--- src/rtl/fifo_ms_join.sv ---
// fifo_ms_join: two-producer, single-consumer token FIFO.
// Producer 0 and producer 1 tokens are merged into one ordered stream; when
// both write on the same edge, producer 0's token is stored ahead of
// producer 1's. The full flags reserve room for a dual write, so the two
// producers never need arbitration.
// Optional feature: define FIFO_MS_JOIN_LEVEL_EN to add the `level`
// (occupancy) and `ovf` (sticky dropped-write) output ports.
module fifo_ms_join #(
    parameter int unsigned WIDTH = 8,
    parameter int unsigned DEPTH = 4
) (
    input  logic                       ck,
    input  logic                       rst,
    input  logic                       wr0,
    input  logic [WIDTH-1:0]           datain0,
    output logic                       full0,
    input  logic                       wr1,
    input  logic [WIDTH-1:0]           datain1,
    output logic                       full1,
    input  logic                       rd,
    output logic                       empty,
`ifdef FIFO_MS_JOIN_LEVEL_EN
    output logic [$clog2(DEPTH):0]     level,
    output logic                       ovf,
`endif
    output logic [WIDTH-1:0]           dataout
);

    localparam int unsigned AW = $clog2(DEPTH);
    localparam int unsigned CW = AW + 1;

    logic [WIDTH-1:0] mem [DEPTH];

    logic [AW-1:0] wp_q, wp_d;
    logic [AW-1:0] rp_q, rp_d;
    logic [CW-1:0] cnt_q, cnt_d;

    logic          a0, a1, ar;
    logic          full;
    logic [AW-1:0] wp_next1;

    // Flag decode from the registered count; full leaves headroom for two writes.
    always_comb begin
        full    = (cnt_q > CW'(DEPTH - 2));
        empty   = (cnt_q == '0);
        full0   = full;
        full1   = full;
        dataout = mem[rp_q];
    end

    // Accepted operations and next pointer/count values.
    always_comb begin
        a0       = wr0 & ~full;
        a1       = wr1 & ~full;
        ar       = rd & ~empty;
        wp_next1 = wp_q + AW'(1);
        wp_d     = wp_q + AW'(a0) + AW'(a1);
        rp_d     = rp_q + AW'(ar);
        cnt_d    = cnt_q + CW'(a0) + CW'(a1) - CW'(ar);
    end

    // Pointer and occupancy registers, cleared by asynchronous reset.
    always_ff @(posedge ck or negedge rst) begin
        if (!rst) begin
            wp_q  <= '0;
            rp_q  <= '0;
            cnt_q <= '0;
        end else begin
            wp_q  <= wp_d;
            rp_q  <= rp_d;
            cnt_q <= cnt_d;
        end
    end

    // Token storage (not reset); producer 1 lands after producer 0 on a dual write.
    always_ff @(posedge ck) begin
        if (a0) begin
            mem[wp_q] <= datain0;
        end
        if (a1) begin
            if (a0) begin
                mem[wp_next1] <= datain1;
            end else begin
                mem[wp_q] <= datain1;
            end
        end
    end

`ifdef FIFO_MS_JOIN_LEVEL_EN
    logic ovf_q, ovf_d;

    // Sticky overflow: any write strobe presented while its port is full.
    always_comb begin
        ovf_d = ovf_q | (wr0 & full) | (wr1 & full);
    end

    // Overflow flag register, cleared only by reset.
    always_ff @(posedge ck or negedge rst) begin
        if (!rst) begin
            ovf_q <= 1'b0;
        end else begin
            ovf_q <= ovf_d;
        end
    end

    assign level = cnt_q;
    assign ovf   = ovf_q;
`endif

endmodule

--- config.mk ---
export PLATFORM = sky130hd
export DESIGN_NAME = fifo_ms_join
export DESIGN_NICKNAME = d
export VERILOG_FILES = /design/src/rtl/fifo_ms_join.sv
export SDC_FILE = /design/constraint.sdc
export NUM_CORES = 1
export LEC_CHECK = 0
export BUFFER_PORTS_ARGS = -buffer_cell sky130_fd_sc_hd__buf_2
export CAP_MARGIN = 20
export CORE_UTILIZATION = 34
export CTS_BUF_LIST = sky130_fd_sc_hd__clkbuf_4 sky130_fd_sc_hd__clkbuf_8 sky130_fd_sc_hd__clkbuf_16
export DETAILED_ROUTE_END_ITERATION = 16
export PLACE_DENSITY = 0.6
export REMOVE_ABC_BUFFERS = 1
export SETUP_SLACK_MARGIN = 0.2
export SLEW_MARGIN = 25
export SYNTH_ARGS = -nofsm -noshare
export SYNTH_HDL_FRONTEND = slang
export SYNTH_SLANG_ARGS = --single-unit
--- constraint.sdc ---
create_clock -name ck -period 2.6 [get_ports ck]
set_input_delay 0.26 -clock ck [delete_from_list [all_inputs] [get_ports ck]]
set_output_delay 0.26 -clock ck [all_outputs]
set_load 0.02 [all_outputs]
==> results of run 1 <==
routing by layer:
| layer | wire length [um] | GRT usage [%] | up-vias |
|---|---|---|---|
| li1 | - | - | 579 |
| met1 | 1780 | 17.7 | 636 |
| met2 | 2240 | 25.8 | 30 |
| met3 | 237 | 5.73 | 4 |
| met4 | 33 | 3.75 | 0 |
| met5 | 0 | 0 | - |
state kept, by name (all words and copies together) (netlist names):
name	flops
mem	32
cnt_q	3
rp_q	2
wp_q	2
critical path, stage by stage, from the launching register on:
cell,delay [ps]
dfrtp_2,460
nor3b_4,250
o21ai_1,130
ha_1,310
inv_1,50
fa_1,410
fa_1,420
xnor2_1,140
kinds of logic after synthesis:
group / count (synthesis)
multiplexers: 40
flip-flops: 39
buffers and inverters: 18
AND/OR/NAND/NOR: 15
AO/OA/AOI/OAI: 10
adder cells (fa/ha/maj): 7
XOR/XNOR: 3
synthesized netlist by cell type, drive strengths merged (2+ instances only):
| master | instances | area share (%) |
|---|---|---|
| a21oi | 2 | 0.47 |
| a221oi | 2 | 2.5 |
| buf | 3 | 1.1 |
| clkbuf | 5 | 0.89 |
| dfrtp | 7 | 8.3 |
| edfxtp | 32 | 46 |
| fa | 3 | 2.8 |
| ha | 3 | 1.8 |
| inv | 10 | 1.8 |
| mux2 | 32 | 18 |
| mux4 | 8 | 8.5 |
| nand2b | 2 | 0.59 |
| nand4 | 2 | 0.59 |
| nor2 | 4 | 0.71 |
| o21ai | 4 | 0.95 |
| or3 | 2 | 0.59 |
| xnor2 | 2 | 0.83 |
area by class of cell:
type / count / area (um2) / share of cell area, %
Sequential cell: 39 / 1140 / 44.7
Multi-Input combinational cell: 75 / 925 / 36.3
Tap cell: 75 / 93.8 / 3.68
Inverter: 10 / 37.5 / 1.47
Clock inverter: 2 / 60.1 / 2.36
Clock buffer: 6 / 76.3 / 2.99
Timing Repair Buffer: 39 / 218 / 8.54
timing repair:
| item | 4_1_cts | 5_1_grt |
|---|---|---|
| setup endpoints to repair | 2 | 2 |
| hold endpoints to repair | 7 | 0 |
| buffers inserted | 0 | 3 |
| hold buffers | 1 | 0 |
| pin swaps | 0 | 1 |
| gates resized for setup | 3 | 6 |
power by group through the flow:
stage               logic (mW)  registers (mW)  clock network, mW
global route              1.38            1.12              0.651
floorplan                0.871            1.03                  0
detailed placement        1.20            1.09                  0
global placement          1.16            1.07                  0
finish                    1.26            1.09              0.604
CTS                       1.22            1.08              0.611
worst paths after layout:
| check | from | slack, ps | endpoint | depth (start not counted) |
|---|---|---|---|---|
| worst min register to register | cnt_q[0]$_DFF_PN0_ | 660 | cnt_q[0]$_DFF_PN0_ | 1 |
| worst max-delay path | cnt_q[2]$_DFF_PN0_ | 310 | cnt_q[2]$_DFF_PN0_ | 7 |
| max in group asynchronous | rst | 2080 | cnt_q[0]$_DFF_PN0_ | 2 |
| min in group asynchronous | rst | 340 | cnt_q[1]$_DFF_PN0_ | 2 |
| worst max register to register | cnt_q[2]$_DFF_PN0_ | 310 | cnt_q[2]$_DFF_PN0_ | 7 |
| worst min-delay path | datain0[0] | 310 | mem[0][0]$_DFFE_PP_ | 2 |
==> metrics.yaml, run 1 <==
clock_path_buffers: 2
cp_data_arrival_time_ps: 2450
grt_max_degree: 13
first_iter_violations: 76
drive_gt1_share_pct: 56.1
synth-edff-count: 32
clock-sinks: 39
final_common_cell: "edfxtp_1"
slew_headroom_pct: 57.8
finalHoldViolations: 0
start_util_pct: 35.4
syn_avg_cell_area_um2: 16.0
firstDrtPassIters: 4
clkPwrFrac_pct: 20.5
synth_xor_area_share_pct: 1.24
p_int_mw: 1.91
async_reset_ff_share_pct: 17.9
ys.flop_type: "edfxtp_1"
power_per_cell_area_mw_per_mm2: 1160
fin_cells: 246
grt_remaining_overflow: 0
final-setup-viol-count: 0
cts_root_buffer: "clkbuf_8"
worst_slack_ps: 314
finish.net_count: 197
synthMuxAreaShare_pct: 27.0
cts_tree: "yes"
dp_slack_ps: -20.2
finalWeightedCongestion: 0.755
n_fill_cell: 567
holdCritPathClass: "primary input to flop"
finClkSkew_ps: 8.83
p_leak_nw: 0.993
grt_setup_unrepaired: "false"
power_mw: 2.95
antenna_found_initial: 0
core-area_mm2: 0.00596
syn_inst: 132
status: "completed"
grt_pass1_vias: 1322
fin_crit_sh_pct: 87.9
start_kind: "flop"
final_util_pct: 42.8
synth-adder-area-share_pct: 5.10
worstSkewPairLatency_ps: 290
antennaDiodeCount: 0
die_h_um: 80.8
vias_per_cell: 5.08
ioPinCount: 32
tightestPinTransition_ps: 633
ir_drop_uv: 732
wl_per_cell_um: 17.5
antenna_left: 0
rows: 28
yosysSeqAreaShare_pct: 53.8
cts_buffers: 5
layout_common_cells: "edfxtp_1, buf_2, mux2_2, inv_1"
drc: 0
cts.htree.levels: 2
synth-compound-area-share_pct: 4.98
max_cap_violations: 0
mappedNetlistArea_mm2: 0.00211
dpl_cell_area_mm2: 0.00235
final_max_slew_viol_count: 0
die_area_mm2: 0.00653
drt_wl_total_mm: 4.29
holdWs_ps: 314
final_cell_area_mm2: 0.00255
via_count: 1249
switching_share_pct: 35.2
synth.distinct_cells: 29
placedCellCount: 234
synth-simple-area-share_pct: 4.09
grt_pass1_wl_mm: 6.91
clk_pin_slew_ps: 80
end_kind: "flop"
criticalPathCategory: "flop to flop"
cp_max_fo: 4
dp_hpwl_mm: 2.90
finalSetupTns_ps: 0
comb_power_share_pct: 42.6
p_switching_mw: 1.04
area_growth_pct: 20.7
synth_seq_cells: 39
synth_top_family_by_area: "multiplexers"
layout_min_cycle_time_ps: 2290
grt_usage_pct: 15.0
fmax_mhz: 437
die_w_um: 80.8
required_ps: 2770
io_buffers: 31
yosys_warnings: 0
seqPwrFrac_pct: 36.9
Power figures use the tool's default switching activity.
==> run 2: changes to the inputs <==
--- a/config.mk
+++ b/config.mk
@@ -7,10 +7,11 @@
 export LEC_CHECK = 0
 export BUFFER_PORTS_ARGS = -buffer_cell sky130_fd_sc_hd__buf_2
 export CAP_MARGIN = 20
+export CORE_MARGIN = 2
 export CORE_UTILIZATION = 34
 export CTS_BUF_LIST = sky130_fd_sc_hd__clkbuf_4 sky130_fd_sc_hd__clkbuf_8 sky130_fd_sc_hd__clkbuf_16
 export DETAILED_ROUTE_END_ITERATION = 16
-export PLACE_DENSITY = 0.6
+export PLACE_DENSITY = 0.58
 export REMOVE_ABC_BUFFERS = 1
 export SETUP_SLACK_MARGIN = 0.2
 export SLEW_MARGIN = 25
==> constraint.sdc (replaced) <==
create_clock -name ck -period 2.31 [get_ports ck]
set_input_delay 0.231 -clock ck [delete_from_list [all_inputs] [get_ports ck]]
set_output_delay 0.231 -clock ck [all_outputs]
set_load 0.02 [all_outputs]
==> run 2 against run 1 <==
  * Worst hold slack got worse by 33 ps
  * Die area rose by 5.0%
  * Clock power fell by 4.8%
  * Critical path depth fell by 1
  * Worst setup slack worse by 120 ps
  * Clock-buffer cell count down 1
  * Critical endpoint is now cnt_q[1]$_DFF_PN0_
  * Routed wire length up 4.4%
  * First-iteration DRC count decreased by 29%
  * Non-clock buffer count grew 10
  * Critical path type unchanged
  * Largest cell class unchanged
==> metrics.yaml, run 2 (synthesis gave the netlist of run 1 again) <==
status: "completed"  # unchanged
clock_path_buffers: 2  # unchanged
finClkSkew_ps: 5.21  # was 8.83 ps
clock-sinks: 39  # unchanged
use_met3_pct: 3.90  # was 5.73%
busiest_layer: "met2"  # unchanged
fin_crit_sh_pct: 91.5  # was 87.9%
dp_hpwl_mm: 3.03  # was 2.90 mm
area_growth_pct: 27.7  # was 20.7%
core-area_mm2: 0.00596  # unchanged
cts_tree: "yes"  # unchanged
grtUsageMet1_pct: 16.3  # was 17.7%
grt_max_degree: 14  # was 13
first_iter_violations: 54  # was 76
power_mw: 3.42  # was 2.95 mW
grt_usage_pct: 14.0  # was 15.0%
die_h_um: 82.8  # was 80.8 um
required_ps: 2540  # was 2770 ps
largest-register: "mem"  # unchanged
cp_max_fo: 4  # unchanged
rows: 28  # unchanged
tightestPinTransition_ps: 511  # was 633 ps
firstDrtPassIters: 4  # unchanged
grt_remaining_overflow: 0  # unchanged
drive_gt1_share_pct: 61.9  # was 56.1%
power_per_cell_area_mw_per_mm2: 1270  # was 1160 mW/mm2
ir_drop_uv: 659  # was 732 uV
ioPinCount: 32  # unchanged
antenna_left: 0  # unchanged
finalHoldViolations: 0  # unchanged
layout_min_cycle_time_ps: 2110  # was 2290 ps
antennaDiodeCount: 0  # unchanged
holdCritPathClass: "primary input to flop"  # unchanged
p_leak_nw: 1.09  # was 0.993 nW
cp_data_arrival_time_ps: 2340  # was 2450 ps
cts.htree.levels: 2  # unchanged
final-setup-viol-count: 0  # unchanged
top_regs: "mem (32), cnt_q (3)"  # unchanged
grt_setup_unrepaired: "true"  # was false
worstSkewPairLatency_ps: 300  # was 290 ps
cts_buffers: 5  # unchanged
cts_root_buffer: "clkbuf_8"  # unchanged
criticalPathCategory: "flop to flop"  # unchanged
grt_pass1_wl_mm: 6.70  # was 6.91 mm
layout_common_cells: "edfxtp_1, buf_2, mux2_4, buf_4, inv_1"  # was edfxtp_1, buf_2, mux2_2, inv_1
vias_per_cell: 4.98  # was 5.08
start_kind: "flop"  # unchanged
final_max_slew_viol_count: 0  # unchanged
slew_headroom_pct: 65.9  # was 57.8%
die_w_um: 82.8  # was 80.8 um
start_util_pct: 35.4  # unchanged
finalWeightedCongestion: 0.825  # was 0.755
end_kind: "flop"  # unchanged
max_cap_violations: 0  # unchanged
via_count: 1275  # was 1249
antenna_found_initial: 0  # unchanged
grt_util_met2_pct: 24.6  # was 25.8%
die_area_mm2: 0.00685  # was 0.00653 mm2
grt_pass1_vias: 1311  # was 1322
finalSetupTns_ps: 0  # unchanged
drc: 0  # unchanged
clk_pin_slew_ps: 80  # about the same
drt_wl_total_mm: 4.48  # was 4.29 mm
fmax_mhz: 473  # was 437 MHz
final_common_cell: "edfxtp_1"  # unchanged
largest_reg_flops: 32  # unchanged
wl_per_cell_um: 17.5  # about the same
finish.net_count: 207  # was 197
io_buffers: 31  # unchanged
==> run 2: cell types whose count changed in the layout (fill, tap and decap cells not counted), sizes merged <==
cell,previous run,this run
buf,38,48
clkinv,0,2
bufinv,2,1
clkbuf,6,5
==> run 2: repair_timing <==
item	CTS	global route
pin swaps	1	8
hold buffers	1	0
gates resized for setup	10	27
setup endpoints to repair	2	31
hold endpoints to repair	7	0
setup buffers	2	4
==> run 2: area by class of cell <==
| class | count | area (um2) |
|---|---|---|
| Inverter | 10 | 37.5 |
| Clock buffer | 5 | 68.8 |
| Tap cell | 75 | 93.8 |
| Sequential cell | 39 | 1140 |
| Multi-Input combinational cell | 75 | 1000 |
| Fill cell | 544 | 3260 |
| Clock inverter | 3 | 43.8 |
| Timing Repair Buffer | 49 | 308 |
==> run 2: worst paths after layout <==
kind | start | endpoint | slack (ps) | cells after the start
worst max-delay path | cnt_q[2]$_DFF_PN0_ | cnt_q[1]$_DFF_PN0_ | 200 | 6
worst min-delay path | datain1[1] | mem[2][1]$_DFFE_PP_ | 280 | 2
worst max register to register | cnt_q[2]$_DFF_PN0_ | cnt_q[1]$_DFF_PN0_ | 200 | 6
worst min register to register | wp_q[1]$_DFF_PN0_ | wp_q[1]$_DFF_PN0_ | 660 | 1
max in group asynchronous | rst | rp_q[0]$_DFF_PN0_ | 1840 | 2
min in group asynchronous | rst | wp_q[1]$_DFF_PN0_ | 300 | 2
==> run 2: power breakdown <==
part / switching (mW) / total, mW / internal, mW
Combinational: 0.769 / 1.61 / 0.838
Clock: 0.253 / 0.575 / 0.322
Sequential: 0.215 / 1.23 / 1.02
==> run 2: worst max-delay path, stage by stage, from the launching register on <==
cell and delay (ps):
dfrtp_2 460, nor3b_4 240, o21ai_2 100, ha_1 310, inv_1 70, fa_2 360
fa_2 530
==> run 2: routing by layer <==
layer  share of wire [%]  vias up  wire length (um)
met4                 1.5        0                67
li1                    -      595                 -
met3                 4.1        8               182
met5                   0        -                 0
met2                  52       31              2350
met1                  42      641              1880
==> run 2: metrics by stage <==
| step | hold WS (ps) | std cells | instance area, um2 | setup slack (ps) | utilization [%] |
|---|---|---|---|---|---|
| 6_report | 281 | 256 | 2700 | 197 | 45.3 |
| 5_1_grt | 279 | 256 | 2700 | 130 | 45.3 |
| 4_1_cts | 266 | 252 | 2560 | 205 | 43.0 |
| 3_5_place_dp | 80.5 | 241 | 2400 | -15.6 | 40.3 |
| 3_3_place_gp | 72.6 | 241 | 2400 | 92.1 | 40.3 |
| 2_1_floorplan | -64.6 | 124 | 2070 | -191 | - |
